$ cat src/rtl/cnn_state_update_pkg.sv
// Shared constants, FSM encodings and the signed saturation helper for the
// CNN cell state integrator.
package cnn_state_update_pkg;

  localparam int WIDTH    = 9;
  localparam int DT_SHIFT = 2;
  localparam int ITER_W   = 8;
  localparam int WIDE     = WIDTH + 2;
  localparam int LIM      = (1 << (WIDTH - 2)) - 1;

  typedef logic [1:0] state_t;
  localparam state_t ST_IDLE = 2'd0;
  localparam state_t ST_RUN  = 2'd1;
  localparam state_t ST_DONE = 2'd2;

  localparam logic signed [WIDE-1:0] LIM_POS = WIDE'(LIM);
  localparam logic signed [WIDE-1:0] LIM_NEG = -LIM_POS;

  // Saturate a widened intermediate back to +-LIM at WIDTH bits.
  function automatic logic signed [WIDTH-1:0] sat_clamp(input logic signed [WIDE-1:0] v);
    if (v > LIM_POS)
      return LIM_POS[WIDTH-1:0];
    else if (v < LIM_NEG)
      return LIM_NEG[WIDTH-1:0];
    else
      return v[WIDTH-1:0];
  endfunction

endpackage

$ cat src/rtl/cnn_step_alu.sv
// Combinational Euler step: dx = clamp((-x + fb + ctrl + bias) >>> DT_SHIFT)
// and the saturated next state.
module cnn_step_alu
  import cnn_state_update_pkg::*;
(
  input  logic signed [WIDTH-1:0] x,
  input  logic signed [WIDTH-1:0] fb_sum,
  input  logic signed [WIDTH-1:0] ctrl_sum,
  input  logic signed [WIDTH-1:0] bias,
  output logic signed [WIDTH-1:0] dx,
  output logic signed [WIDTH-1:0] x_next
);

  logic signed [WIDE-1:0] x_w;
  logic signed [WIDE-1:0] fb_w;
  logic signed [WIDE-1:0] ctrl_w;
  logic signed [WIDE-1:0] bias_w;
  logic signed [WIDE-1:0] sum;
  logic signed [WIDE-1:0] dx_w;
  logic signed [WIDE-1:0] next_w;

  assign x_w    = {{2{x[WIDTH-1]}}, x};
  assign fb_w   = {{2{fb_sum[WIDTH-1]}}, fb_sum};
  assign ctrl_w = {{2{ctrl_sum[WIDTH-1]}}, ctrl_sum};
  assign bias_w = {{2{bias[WIDTH-1]}}, bias};

  // Two guard bits cover three full-range operands plus -x without wrap.
  assign sum    = fb_w + ctrl_w + bias_w - x_w;
  assign dx_w   = sum >>> DT_SHIFT;
  assign dx     = sat_clamp(dx_w);
  assign next_w = x_w + {{2{dx[WIDTH-1]}}, dx};
  assign x_next = sat_clamp(next_w);

endmodule

$ cat src/rtl/cnn_state_update.sv
// CNN cell state integrator: holds X, runs Euler steps on handshaked
// operands until the step limit or convergence, presents (dX, X) downstream.
module cnn_state_update
  import cnn_state_update_pkg::*;
(
  input  logic                     clk,
  input  logic                     reset,
  input  logic                     start,
  input  logic signed [WIDTH-1:0]  x_init,
  input  logic [ITER_W-1:0]        max_iter,
  input  logic signed [WIDTH-1:0]  fb_sum,
  input  logic signed [WIDTH-1:0]  ctrl_sum,
  input  logic signed [WIDTH-1:0]  bias,
  input  logic                     in_valid,
  output logic                     in_ready,
  output logic signed [WIDTH-1:0]  dX_out,
  output logic signed [WIDTH-1:0]  Initial_X_out,
  output logic                     out_valid,
  output logic                     busy,
  output logic                     done,
  output logic                     converged,
  output logic [ITER_W-1:0]        iter_count
);

  state_t                  state_reg;
  logic signed [WIDTH-1:0] x_reg;
  logic signed [WIDTH-1:0] dx_out_reg;
  logic signed [WIDTH-1:0] init_x_reg;
  logic                    out_valid_reg;
  logic                    converged_reg;
  logic [ITER_W-1:0]       iter_reg;
  logic [ITER_W-1:0]       max_iter_reg;

  logic signed [WIDTH-1:0] dx;
  logic signed [WIDTH-1:0] x_next;
  logic [ITER_W-1:0]       iter_inc;
  logic                    fire;

  cnn_step_alu u_alu (
    .x        (x_reg),
    .fb_sum   (fb_sum),
    .ctrl_sum (ctrl_sum),
    .bias     (bias),
    .dx       (dx),
    .x_next   (x_next)
  );

  assign fire     = (state_reg == ST_RUN) && in_valid;
  assign iter_inc = iter_reg + ITER_W'(1);

  always_ff @(posedge clk) begin
    if (reset) begin
      state_reg     <= ST_IDLE;
      x_reg         <= '0;
      dx_out_reg    <= '0;
      init_x_reg    <= '0;
      out_valid_reg <= 1'b0;
      converged_reg <= 1'b0;
      iter_reg      <= '0;
      max_iter_reg  <= '0;
    end else begin
      out_valid_reg <= fire;
      case (state_reg)
        ST_IDLE: begin
          if (start) begin
            x_reg         <= sat_clamp({{2{x_init[WIDTH-1]}}, x_init});
            iter_reg      <= '0;
            converged_reg <= 1'b0;
            max_iter_reg  <= max_iter;
            state_reg     <= (max_iter == '0) ? ST_DONE : ST_RUN;
          end
        end
        ST_RUN: begin
          if (in_valid) begin
            dx_out_reg <= dx;
            init_x_reg <= x_reg;
            x_reg      <= x_next;
            iter_reg   <= iter_inc;
            // Convergence takes priority so the flag is set even on the last allowed step.
            if (dx == '0) begin
              converged_reg <= 1'b1;
              state_reg     <= ST_DONE;
            end else if (iter_inc == max_iter_reg) begin
              state_reg <= ST_DONE;
            end
          end
        end
        ST_DONE: state_reg <= ST_IDLE;
        default: state_reg <= ST_IDLE;
      endcase
    end
  end

  assign in_ready      = (state_reg == ST_RUN);
  assign busy          = (state_reg == ST_RUN);
  assign done          = (state_reg == ST_DONE);
  assign dX_out        = dx_out_reg;
  assign Initial_X_out = init_x_reg;
  assign out_valid     = out_valid_reg;
  assign converged     = converged_reg;
  assign iter_count    = iter_reg;

endmodule

$ cat config.mk
export PLATFORM = sky130hd
export DESIGN_NAME = cnn_state_update
export DESIGN_NICKNAME = d
export VERILOG_FILES = /design/src/rtl/cnn_state_update_pkg.sv /design/src/rtl/cnn_step_alu.sv /design/src/rtl/cnn_state_update.sv
export SDC_FILE = /design/constraint.sdc
export NUM_CORES = 1
export LEC_CHECK = 0
export ABC_AREA = 1
export BUFFER_PORTS_ARGS = -buffer_cell sky130_fd_sc_hd__buf_2
export CAP_MARGIN = 25
export CORE_MARGIN = 4
export CORE_UTILIZATION = 60
export DETAILED_ROUTE_END_ITERATION = 7
export PLACE_DENSITY = 0.87
export SKIP_CTS_REPAIR_TIMING = 1
export SYNTH_ARGS = -nofsm -noshare
export SYNTH_HDL_FRONTEND = slang
export SYNTH_SLANG_ARGS = --single-unit
$ cat constraint.sdc
create_clock -name clk -period 14 [get_ports clk]
set_input_delay 2.1 -clock clk [delete_from_list [all_inputs] [get_ports clk]]
set_output_delay 2.1 -clock clk [all_outputs]
set_load 0.01 [all_outputs]
* Word-level counts from Yosys, hierarchy flattened
Cells that the tools add are included.
** Operators by class
- Add/sub/neg operators :: 5
- $lt $le $gt $ge :: 6
- Equal/unequal tests :: 7
- Multiplexer cells :: 22
- Reductions and logical operators :: 10
** Operators by type and width (number)
- 9-bit two-way mux :: 8
- 9-bit by 9-bit adder with 10-bit output :: 2
- 9-bit by 8-bit > comparator with 1-bit output, second input constant :: 2
- 9-bit by 8-bit less-than comparator with 1-bit output, second input constant :: 2
- 9-bit case mux with 2 select lines :: 1
- 8-bit two-way mux :: 2
- 8-bit case mux with 2 select lines :: 1
- 10-bit by 9-bit adder with 11-bit output :: 1
- 11-bit by 8-bit > comparator with 1-bit output, second input constant :: 1
- 11-bit by 8-bit less-than comparator with 1-bit output, second input constant :: 1
- 11-bit by 9-bit subtractor with 11-bit output :: 1
- 2-bit two-way mux :: 5
- 9-bit logical NOT :: 1
- 8-bit by 1-bit adder with 8-bit output, second input constant :: 1
- 8-bit == test :: 1
- 8-bit logical NOT :: 1
- 3-bit AND reduction :: 2
- 2-bit != test, second input constant :: 2
- 2-bit case mux with 2 select lines :: 1
- 2-bit AND reduction :: 2
- 4-bit AND reduction :: 1
- 1-bit two-way mux :: 3
- 3-bit by 1-bit != test with 1-bit output, second input constant :: 1
- 2-bit by 1-bit == test with 1-bit output, second input constant :: 1
- other kinds (6) :: 6
** Storage, ports and cells
- Bits in registers :: 47
- Input port bits :: 48
- Output and inout port bits :: 31
- Word-level logic and storage cells :: 58

* Depth between registers and ports, before layout
- Depth after elaboration :: 12
- Gate-level depth with buffers :: 36

* By module
A second synthesis with hierarchy kept.
** Unflattened totals
- Cells, all modules :: 595
- Area total of the unflattened synthesis :: 3906.2 um^2
** Modules (own cells, without submodules)
- cnn_state_update :: times used 1, cells each 315, area each 2229.6 um^2
- cnn_step_alu :: times used 1, cells each 280, area each 1676.6 um^2

* Worst setup path before layout
Ideal clock, no wire load.
- Path type :: input port to flip-flop
- From :: in fb_sum[1]
- To :: reg x_reg[3]
- Setup time :: 0.119 ns
- Data arrival time :: 6.362 ns
- Setup slack :: 7.519 ns
- Cell stages on the path :: 30
- Buffers on the path :: 0
- Path through :: fa_1 fa_1 a21boi_0 inv_1 fa_1 inv_1 nand3_1 nand2_1 nand2_1 a21oi_1 nand2_1 nor2_1 nand3_1 nand2_1 nand2_2 nand3_1 ha_1 inv_1 fa_1 o21ai_2 nand4_1 nand2_1 xor2_1 inv_1 o21ai_1 nand2_1 inv_1 o21ai_1 nand2_1 a21oi_1
** Between the ends
- Cells in the longest elaborated chain, start to end :: 12
- Elaborated cells on any way between the ends :: 14
- Classes of those cells :: add/sub: 4; order compare: 4; mux: 6
** RTL lines
- from (decl) :: line cnn_state_update.sv:11 : input logic signed [WIDTH-1:0] fb_sum,
- 9-bit by 9-bit adder with 10-bit output * :: line cnn_step_alu.sv:28 : assign sum = fb_w + ctrl_w + bias_w - x_w;
- 10-bit by 9-bit adder with 11-bit output * :: line cnn_step_alu.sv:28
- 11-bit by 9-bit subtractor with 11-bit output * :: line cnn_step_alu.sv:28
- 9-bit by 8-bit less-than comparator with 1-bit output :: line cnn_state_update_pkg.sv:23 : else if (v < LIM_NEG)
- 9-bit two-way mux :: line cnn_state_update_pkg.sv:23
- 9-bit two-way mux * :: line cnn_state_update_pkg.sv:21 : if (v > LIM_POS)
- net dx[0] :: line cnn_state_update.sv:34 : logic signed [WIDTH-1:0] dx;
- 9-bit by 9-bit adder with 10-bit output * :: line cnn_step_alu.sv:31 : assign next_w = x_w + {{2{dx[WIDTH-1]}}, dx};
- 11-bit by 8-bit less-than comparator with 1-bit output :: line cnn_state_update_pkg.sv:23
- 9-bit two-way mux :: line cnn_state_update_pkg.sv:23
- 9-bit two-way mux * :: line cnn_state_update_pkg.sv:21
- 9-bit two-way mux * :: line cnn_state_update.sv:74 : if (in_valid) begin
- 9-bit case mux with 2 select lines * :: line cnn_state_update.sv:63 : case (state_reg)
- to (signal assigned) :: line cnn_state_update.sv:66 : x_reg <= sat_clamp({{2{x_init[WIDTH-1]}}, x_init});
- to (signal assigned) :: line cnn_state_update.sv:77 : x_reg <= x_next;
- to (decl) :: line cnn_state_update.sv:26 : logic signed [WIDTH-1:0] x_reg;
The timed path passes the listed nets; every way through them passes the cells marked *. The select of a mux whose other input is x is not followed.
A chain may end at the register's enable or synchronous reset.

* Worst setup path after layout
- From :: in fb_sum[1]
- To :: reg x_reg[4]
The elaborated chain is that of the path after synthesis.

==> flow_metrics.tcl <==
set metrics [dict create \
    status "completed" \
    grt_pass1_vias 3663 \
    grtUsageTotal_pct 26.23 \
    synthFlopType "dfxtp_1" \
    synthToLayoutAreaGrowth_pct 14.80 \
    hold_violations 0 \
    synth-async-reset-ratio_pct 0 \
    drtIter0Drc 315 \
    core_area_mm2 0.005991 \
    cts_sinks 47 \
    finalNetCount 692 \
    r2r-start "x_reg[1]$_SDFFE_PP0P_" \
    vias 3763 \
    arrival_ns 7.00 \
    yosysTopAreaCell "dfxtp_1" \
    drive_above_1_share_pct 19.67 \
    clk_pin_slew_ns 0.09 \
    dr.pass1.iters 5 \
    drv_cap 0 \
    busiest_layer "met2" \
    cts_buffers 5 \
    start_kind "primary input" \
    antenna_found_initial 0 \
    worst_setup_path_end_kind "flop" \
    placedCellCount 672 \
    crit_path_max_fanout 8 \
    die_area_mm2 0.007572 \
    dpl.hpwl_um 7575 \
    synth_nets 619 \
    routed_wirelength_um 9657 \
    routedWlPerCell_um 14.20 \
    grt_use_met3_pct 3.784 \
    viasPerCell 5.534 \
    grt_pass1_wl_um 16020 \
    cts_tree "built" \
    htreeDepth 2 \
    final.setup.tns_ns 0 \
    clk_latency_ns 0.31 \
    gp_congestion 0.9282 \
    crit_top_cell "nand2_1" \
    use_met1_pct 35.08 \
    required_ns 14.18 \
    std_cell_rows 28 \
    synth_edf_count 0 \
    critPathSlowestCell "fa_1" \
    n_antenna_cell 0 \
    portBuffers 78 \
    yosys.area.top_type_share_pct 25.12 \
    ant_nets 0 \
    synth_area_mm2 0.003746 \
    relSlewSlack_pct 36.67 \
    slew_violations 0 \
    grt.overflow.total 0 \
    initial_utilization_pct 62.53 \
    hold_path_class "flop to flop" \
    nFillCells 503 \
    io-pin-count 79 \
    layout.cells.non_filler 680 \
    synth_seq_cells 47 \
    met2_usage_pct 42.44 \
    ys_warn_count 0 \
    fin_crit_ns 6.812 \
    cp-startpoint "fb_sum[1]" \
    critical_path_class "primary input to flop" \
    hold_path_startpoint "dX_out[8]$_SDFFE_PP0P_" \
    clk_path_buf_depth 2 \
    syn_inst 531 \
    cpPeakStageDelay_ns 0.61 \
    fmax_mhz 146.8 \
    ys_types 44 \
    fin_skew_ns 0.002568 \
    setup_viol 0 \
    grt_max_degree 33 \
    die_h_um 87.02 \
    yosys-top-cells-area "dfxtp_1, nand2_1, fa_1, inv_1, ha_1" \
    drc_errors 0 \
    ys_seq_area_share_pct 25.12 \
    post-route-period-util_pct 48.66 \
    rsz0062_at_grt "false" \
    cts-root-buf "clkbuf_8" \
    tightest_slew_ns 0.9490 \
    avgSynthCellArea_um2 7.055 \
    die_w_um 87.02 \
]
## routing by layer
layer	part of all wire, %	vias up
li1	-	1840
met1	42	1705
met3	8.3	33
met5	0	-
met2	47	185
met4	2.8	0
## per-stage QoR
step,hold WS (ns),setup WS [ns],instance area (um2),util (%)
final,0.4711,7.188,4300,71.78
after CTS,0.4719,7.263,4300,71.78
after global routing,0.4979,6.745,4300,71.78
after floorplan,0.4506,7.519,3746,-
after detailed placement,0.4579,6.981,4179,69.76
after global placement,0.4521,7.169,4179,69.76
## synthesized netlist by cell type (2+ instances only)
cell	instances
a21o_1	3
a21oi_1	41
a31oi_1	2
buf_2	2
clkbuf_1	9
dfxtp_1	47
fa_1	19
ha_1	21
inv_1	100
inv_2	5
nand2_1	103
nand2_2	8
nand3_1	25
nand3_2	3
nand3b_1	2
nand4_1	10
nor2_1	33
nor2_2	6
nor3_1	3
nor4_1	3
o211ai_1	4
o21a_1	2
o21ai_0	35
o21ai_1	4
o21bai_1	5
o22ai_1	2
or2_2	2
xnor2_1	7
xor2_1	10
## final cells by class
type | instances | area (um2) | share of cell area (%)
multi-input cells | 366 | 2356 | 54.79
flip-flops and latches | 47 | 940.9 | 21.88
inverters | 106 | 397.9 | 9.252
repair buffers | 78 | 390.4 | 9.078
well taps | 75 | 93.84 | 2.182
clock buffers | 6 | 82.58 | 1.920
clock inverters | 2 | 38.79 | 0.9020
## cells in the final DEF (no fill, tap or decap), types with 2 or more instances in the layout
cell      count
inv_2         5
nand3_2       3
dfxtp_1      47
buf_2        78
nor2_2        6
xor2_1       10
xnor2_1       7
o21a_1        2
o22ai_1       2
ha_1         21
nor4_1        3
nand2_2       8
fa_1         19
or2_2         2
nand2_1     103
nor2_1       33
o21bai_1      5
a21o_1        3
o21ai_0      35
nor3_1        3
clkbuf_8      6
a21oi_1      41
nand3b_1      2
inv_1       100
nand4_1      10
nand3_1      25
a31oi_1       2
o21ai_1       4
o211ai_1      4
## kinds of logic after synthesis
family / synth area share (%)
AOI/OAI and AO/OA: 16.37
DFF: 25.12
adders and majority gates: 17.17
buffers and inverters: 11.99
xor gates and xnor gates: 5.144
and+or+nand+nor: 24.22
## critical path, delay by kind of cell
kind,cells,cell delay (ns)
xor+xnor,1,0.20
fa+ha+maj,4,1.90
buf+inv,4,0.39
compound gates,7,1.09
simple gates,14,1.31
## worst paths after layout
| kind | to | slack (ns) | cells past startpoint |
|---|---|---|---|
| worst min-delay path | dX_out[8]$_SDFFE_PP0P_ | 0.47 | 2 |
| worst min register to register | dX_out[8]$_SDFFE_PP0P_ | 0.47 | 2 |
| worst max register to register | x_reg[4]$_SDFFE_PP0P_ | 8.59 | 30 |
| worst max-delay path | x_reg[4]$_SDFFE_PP0P_ | 7.19 | 30 |
Power is not shown: default switching activity piles up to over one toggle a cycle in this logic, so the estimate is an artifact.
